`config.mk`:
```
export PLATFORM = sky130hd
export DESIGN_NAME = mod_engine_arbiter
export DESIGN_NICKNAME = d
export VERILOG_FILES = /design/src/rtl/mod_engine_arbiter.sv
export SDC_FILE = /design/constraint.sdc
export NUM_CORES = 1
export LEC_CHECK = 0
export ABC_AREA = 1
export CAP_MARGIN = 20
export CELL_PAD_IN_SITES_DETAIL_PLACEMENT = 1
export CELL_PAD_IN_SITES_GLOBAL_PLACEMENT = 2
export CORE_MARGIN = 8
export CORE_UTILIZATION = 33
export CTS_BUF_LIST = sky130_fd_sc_hd__clkbuf_4 sky130_fd_sc_hd__clkbuf_8 sky130_fd_sc_hd__clkbuf_16
export CTS_CLUSTER_SIZE = 24
export DETAILED_ROUTE_END_ITERATION = 8
export DONT_BUFFER_PORTS = 1
export HOLD_SLACK_MARGIN = 0.12
export PLACE_DENSITY = 0.82
export SYNTH_ARGS = -nofsm -noshare
export SYNTH_HDL_FRONTEND = slang
export SYNTH_SLANG_ARGS = --single-unit
```
`constraint.sdc`:
```
create_clock -name clk -period 3.5 [get_ports clk]
set_input_delay 1.05 -clock clk [delete_from_list [all_inputs] [get_ports clk]]
set_output_delay 1.05 -clock clk [all_outputs]
set_load 0.02 [all_outputs]
```
`src/rtl/mod_engine_arbiter.sv`:
```
// Round-robin arbiter feeding a shared bit-serial remainder engine (r = (2r + bit) mod MOD).
// Optional macro MODCHK_CHAIN_EN: per-requester partial remainders chain multi-word values.
module mod_engine_arbiter #(
    parameter int NREQ = 4,
    parameter int W    = 8,
    parameter int MOD  = 3,
    localparam int RW  = $clog2(MOD),
    localparam int IDW = $clog2(NREQ)
) (
    input  logic                clk,
    input  logic                resetn,
    input  logic [NREQ-1:0]     req_valid,
    input  logic [NREQ*W-1:0]   req_data,
    output logic [NREQ-1:0]     req_ready,
`ifdef MODCHK_CHAIN_EN
    input  logic [NREQ-1:0]     req_last,
    output logic                rsp_last,
`endif
    output logic                rsp_valid,
    input  logic                rsp_ready,
    output logic [IDW-1:0]      rsp_id,
    output logic [RW-1:0]       rsp_rem,
    output logic                rsp_div,
    output logic [1:0]          dbg_state
);

    // Handshakes: a transfer happens on a rising edge where valid and ready are both 1;
    // valid never waits for ready, and valid plus payload stay stable until the transfer.

    localparam int CW = $clog2(W + 1);
    localparam logic [RW:0] MOD_W = (RW + 1)'(MOD);

    typedef enum logic [1:0] {
        IDLE  = 2'd0,
        SHIFT = 2'd1,
        DONE  = 2'd2
    } state_t;

    state_t           state_q, state_d;
    logic [IDW-1:0]   rr_ptr_q, rr_ptr_d;
    logic [RW-1:0]    acc_q, acc_d;
    logic [CW-1:0]    cnt_q, cnt_d;
    logic [W-1:0]     data_q, data_d;
    logic [IDW-1:0]   id_q, id_d;
    logic [IDW-1:0]   rsp_id_q, rsp_id_d;
    logic [RW-1:0]    rsp_rem_q, rsp_rem_d;
    logic             rsp_div_q, rsp_div_d;
`ifdef MODCHK_CHAIN_EN
    logic             last_q, last_d;
    logic             rsp_last_q, rsp_last_d;
    logic [RW-1:0]    rem_q [NREQ];
    logic [RW-1:0]    rem_d [NREQ];
`endif

    logic             gnt_found;
    logic [IDW-1:0]   gnt_id;
    int               scan_idx;
    logic [NREQ-1:0]  ready_c;
    logic [RW:0]      sum;
    logic [RW:0]      diff;
    logic [RW-1:0]    acc_next;

    // First valid requester at or after rr_ptr, wrapping around.
    always_comb begin
        gnt_found = 1'b0;
        gnt_id    = '0;
        scan_idx  = 0;
        for (int k = 0; k < NREQ; k++) begin
            scan_idx = int'(rr_ptr_q) + k;
            if (scan_idx >= NREQ) begin
                scan_idx = scan_idx - NREQ;
            end
            if (!gnt_found && req_valid[scan_idx]) begin
                gnt_found = 1'b1;
                gnt_id    = IDW'(scan_idx);
            end
        end
    end

    // 2r + bit is below 2*MOD, so one conditional subtract reduces it.
    always_comb begin
        sum      = {acc_q, data_q[W-1]};
        diff     = sum - MOD_W;
        acc_next = (sum >= MOD_W) ? diff[RW-1:0] : sum[RW-1:0];
    end

    always_comb begin
        state_d   = state_q;
        rr_ptr_d  = rr_ptr_q;
        acc_d     = acc_q;
        cnt_d     = cnt_q;
        data_d    = data_q;
        id_d      = id_q;
        rsp_id_d  = rsp_id_q;
        rsp_rem_d = rsp_rem_q;
        rsp_div_d = rsp_div_q;
        ready_c   = '0;
`ifdef MODCHK_CHAIN_EN
        last_d     = last_q;
        rsp_last_d = rsp_last_q;
        rem_d      = rem_q;
`endif
        case (state_q)
            IDLE: begin
                if (gnt_found) begin
                    ready_c[gnt_id] = 1'b1;
                    state_d  = SHIFT;
                    data_d   = req_data[int'(gnt_id)*W +: W];
                    id_d     = gnt_id;
                    cnt_d    = CW'(W);
                    rr_ptr_d = (gnt_id == IDW'(NREQ - 1)) ? '0 : gnt_id + 1'b1;
`ifdef MODCHK_CHAIN_EN
                    acc_d  = rem_q[gnt_id];
                    last_d = req_last[gnt_id];
`else
                    acc_d  = '0;
`endif
                end
            end
            SHIFT: begin
                acc_d  = acc_next;
                data_d = data_q << 1;
                cnt_d  = cnt_q - 1'b1;
                if (cnt_q == CW'(1)) begin
                    state_d   = DONE;
                    rsp_id_d  = id_q;
                    rsp_rem_d = acc_next;
                    rsp_div_d = (acc_next == '0);
`ifdef MODCHK_CHAIN_EN
                    rsp_last_d  = last_q;
                    rem_d[id_q] = last_q ? '0 : acc_next;
`endif
                end
            end
            DONE: begin
                if (rsp_ready) begin
                    state_d = IDLE;
                end
            end
            default: begin
                state_d = IDLE;
            end
        endcase
    end

    always_ff @(posedge clk or negedge resetn) begin
        if (!resetn) begin
            state_q   <= IDLE;
            rr_ptr_q  <= '0;
            acc_q     <= '0;
            cnt_q     <= '0;
            data_q    <= '0;
            id_q      <= '0;
            rsp_id_q  <= '0;
            rsp_rem_q <= '0;
            rsp_div_q <= 1'b0;
`ifdef MODCHK_CHAIN_EN
            last_q     <= 1'b0;
            rsp_last_q <= 1'b0;
            for (int i = 0; i < NREQ; i++) begin
                rem_q[i] <= '0;
            end
`endif
        end else begin
            state_q   <= state_d;
            rr_ptr_q  <= rr_ptr_d;
            acc_q     <= acc_d;
            cnt_q     <= cnt_d;
            data_q    <= data_d;
            id_q      <= id_d;
            rsp_id_q  <= rsp_id_d;
            rsp_rem_q <= rsp_rem_d;
            rsp_div_q <= rsp_div_d;
`ifdef MODCHK_CHAIN_EN
            last_q     <= last_d;
            rsp_last_q <= rsp_last_d;
            rem_q      <= rem_d;
`endif
        end
    end

    // Grants are masked while reset is held so nothing looks accepted during reset.
    assign req_ready = resetn ? ready_c : '0;
    assign rsp_valid = (state_q == DONE);
    assign rsp_id    = rsp_id_q;
    assign rsp_rem   = rsp_rem_q;
    assign rsp_div   = rsp_div_q;
    assign dbg_state = state_q;
`ifdef MODCHK_CHAIN_EN
    assign rsp_last  = rsp_last_q;
`endif

endmodule

```
==> flow_metrics.env <==
export IMPL_status="finished clean"
export IMPL_critPathRequiredTime_ps=2450
export IMPL_worstSetupStartpoint="req_valid[0]"
export IMPL_yosys_top_cells_area="dfrtp_1, nand2_1, inv_1"
export IMPL_regArea_sq_um=626.9
export IMPL_async_flop_share_pct=100.0
export IMPL_syn_inst=285
export IMPL_nNetsFinal=338
export IMPL_cp_max_fo=5
export IMPL_synth_top_area_share_pct=33.40
export IMPL_critPathLaunchType="input pin"
export IMPL_cp_depth=10
export IMPL_clkLatencyLatePin_ps=260
export IMPL_multi_input_area_sq_um=972.2
export IMPL_cp_cell_sequence="inv_1 -> nand2_1 -> nand2_1 -> o21ai_2 -> nand3b_1 -> nand2_2 -> inv_1 -> nand2_1 -> nor3_1 -> buf_4"
export IMPL_synth_warnings=0
export IMPL_drc=0
export IMPL_rsz0062_at_grt="false"
export IMPL_yosysMostFrequentCell="nand2_1"
export IMPL_slowest_delay_ps=240
export IMPL_setup_violations=0
export IMPL_ctsRootBufferMaster="clkbuf_8"
export IMPL_antenna_found_initial=0
export IMPL_core_sq_mm=0.005507
export IMPL_tritoncts="yes"
export IMPL_slew_headroom_pct=73.95
export IMPL_first_iter_violations=20
export IMPL_routedWlPerCell_um=13.07
export IMPL_vias_per_cell=4.716
export IMPL_cap_violations=0
export IMPL_netlist_top_cells_count="nand2_1, inv_1, nand3_1"
export IMPL_antennaDiodeCount=0
export IMPL_htree_levels=1
export IMPL_io_buffers=0
export IMPL_cpMostUsedCell="nand2_1"
export IMPL_cp_top_family="simple AND/OR/NAND/NOR gates"
export IMPL_post_route_util_pct=37.36
export IMPL_grt_max_degree=27
export IMPL_synth_area_per_cell_sq_um=6.572
export IMPL_p_per_area_mw_per_mm2=1131
export IMPL_fmax_mhz=297.7
export IMPL_ys_ff_latch=25
export IMPL_synthFlopType="dfrtp_1"
export IMPL_synth_edf_count=0
export IMPL_io_pins=51
export IMPL_rr_startpoint="rr_ptr_q[0]$_DFFE_PN0P_"
export IMPL_postRouteWirelength_mm=4.784
export IMPL_critPathCapture="req_ready[0]"
export IMPL_track_usage_pct=11.91
export IMPL_drive_gt1_share_pct=14.97
export IMPL_rows=27
export IMPL_syn_nets=328
export IMPL_fin_crit_sh_pct=95.97
export IMPL_worst_path_buf_inv=3
export IMPL_hp_class="input pin to async pin"
export IMPL_die_area_sq_mm=0.008343
export IMPL_clk_path_buf_depth=2
export IMPL_clock_skew_ps=0.5873
export IMPL_drtAntennaViolNets=0
export IMPL_r2r_end="data_q[7]$_DFFE_PN0P_"
export IMPL_initial_core_util_pct=34.01
export IMPL_ys_types=30
export IMPL_cp_end_kind="primary output"
export IMPL_ir_worst_vdd_mv=0.3931
export IMPL_grt_pass1_vias=1877
export IMPL_yosysSeqAreaShare_pct=33.40
export IMPL_reg2reg_depth=15
export IMPL_hpwl_mm=3.939
export IMPL_yosys_area_top_type="dfrtp_1"
export IMPL_grt_overflow_total=0
export IMPL_area_growth_pct=9.820
export IMPL_gp_congestion=0.8872
export IMPL_cts_clk_slew_worst_paths_ps=80
export IMPL_cp_arrival_ps=2310
export IMPL_fin_tns_setup_ps=0
export IMPL_synth_area_sq_mm=0.001873
export IMPL_slew_violations=0
export IMPL_grt_pass1_wl_mm=8.514
export IMPL_cp_slowest_cell="nor3_1"
export IMPL_postCtsSetupBuffers=0
export IMPL_route_vias_total=1726
export IMPL_fp_dieH_um=91.34
export IMPL_clock_sinks=25
export IMPL_hold_viol_final=0
export IMPL_r2r_slack_ps=1440
export IMPL_drtPass1Iterations=4
export IMPL_dieWidth_um=91.34
export IMPL_cts_buffers=3
export IMPL_worst_hold_slack_ps=470.1
export IMPL_worst_pin_slew_ps=389.3
export IMPL_path_class="input pin to primary output"
export IMPL_leakage_nw=1.172
export IMPL_post_route_min_period_ps=3359
export IMPL_fillers=749
[report_power, final]
part / internal, W / total (W) / switching, W
clock: 0.0000891 / 0.000176 / 0.0000871
sequential: 0.000429 / 0.000569 / 0.000140
combinational: 0.000569 / 0.00158 / 0.00101
total: 0.00109 / 0.00233 / 0.00124
[repair_timing]
item / 4_1_cts / 5_1_grt
hold buffers: 0 / 0
resized for setup: 0 / 2
endpoints found under the setup margin: 0 / 3
[worst min-delay path by stage]
stage / startpoint / endpoint / slack, ps
2_1_floorplan: acc_q[1]$_DFFE_PN0P_ / acc_q[1]$_DFFE_PN0P_ / 440
3_3_place_gp: acc_q[1]$_DFFE_PN0P_ / acc_q[1]$_DFFE_PN0P_ / 470
3_5_place_dp: acc_q[1]$_DFFE_PN0P_ / acc_q[1]$_DFFE_PN0P_ / 470
4_1_cts: resetn / acc_q[1]$_DFFE_PN0P_ / 460
5_1_grt: resetn / data_q[6]$_DFFE_PN0P_ / 450
6_report: resetn / rsp_id[1]$_DFFE_PN0P_ / 470
[placed cells by master, fill, tap and decap left out, drive strengths merged]
cell	synthesis	routed
o22ai	5	5
o31ai	1	1
o21ai	15	15
inv	63	63
o21a	1	1
nand3	39	39
nor3b	1	1
nor3	5	5
ha	4	4
nor2	13	13
nand3b	1	1
nand2	100	100
a21boi	1	1
xor2	1	1
clkbuf	0	4
dfrtp	25	25
a21oi	4	4
buf	6	11
[registers in the layout (all words and copies together), names as in the netlist, 2 cells and up]
register / flops
data_q: 8
cnt_q: 4
acc_q: 2
dbg_state: 2
id_q: 2
rr_ptr_q: 2
rsp_id: 2
rsp_rem: 2
[stage by stage]
step,power [W],std cells,setup slack (ps),area [sq um]
after floorplan,0.001803,285,14.92,1878
after global placement,0.002138,362,53.68,1999
after detailed placement,0.002168,362,79.84,1999
after CTS,0.002353,366,82.27,2048
after global routing,0.002619,366,5.516,2057
final,0.002326,366,140.9,2057
[logic make-up after synthesis]
kind of cell    count (synthesis)  share of synthesized area (%)
compound gates                 27                          8.351
xor+xnor                        1                         0.4677
fa+ha+maj                       4                          2.672
buf+inv                        69                          15.36
flops                          25                          33.40
simple gates                  159                          39.75
[area by class of cell]
| type | instances | share of cell area, % |
|---|---|---|
| Clock buffer | 4 | 2.372 |
| Inverter | 63 | 11.50 |
| Sequential cell | 25 | 30.47 |
| Multi-Input combinational cell | 191 | 47.26 |
| Timing Repair Buffer | 11 | 4.015 |
| Tap cell | 72 | 4.380 |
[metal layers]
metal	up-vias	GRT usage, %	share of wire, %
li1	894	-	-
met1	796	14.75	46
met2	34	20.19	48
met3	2	3.457	5.3
met4	0	2.046	0.44
met5	-	0	0
Power figures use the tool's default switching activity.
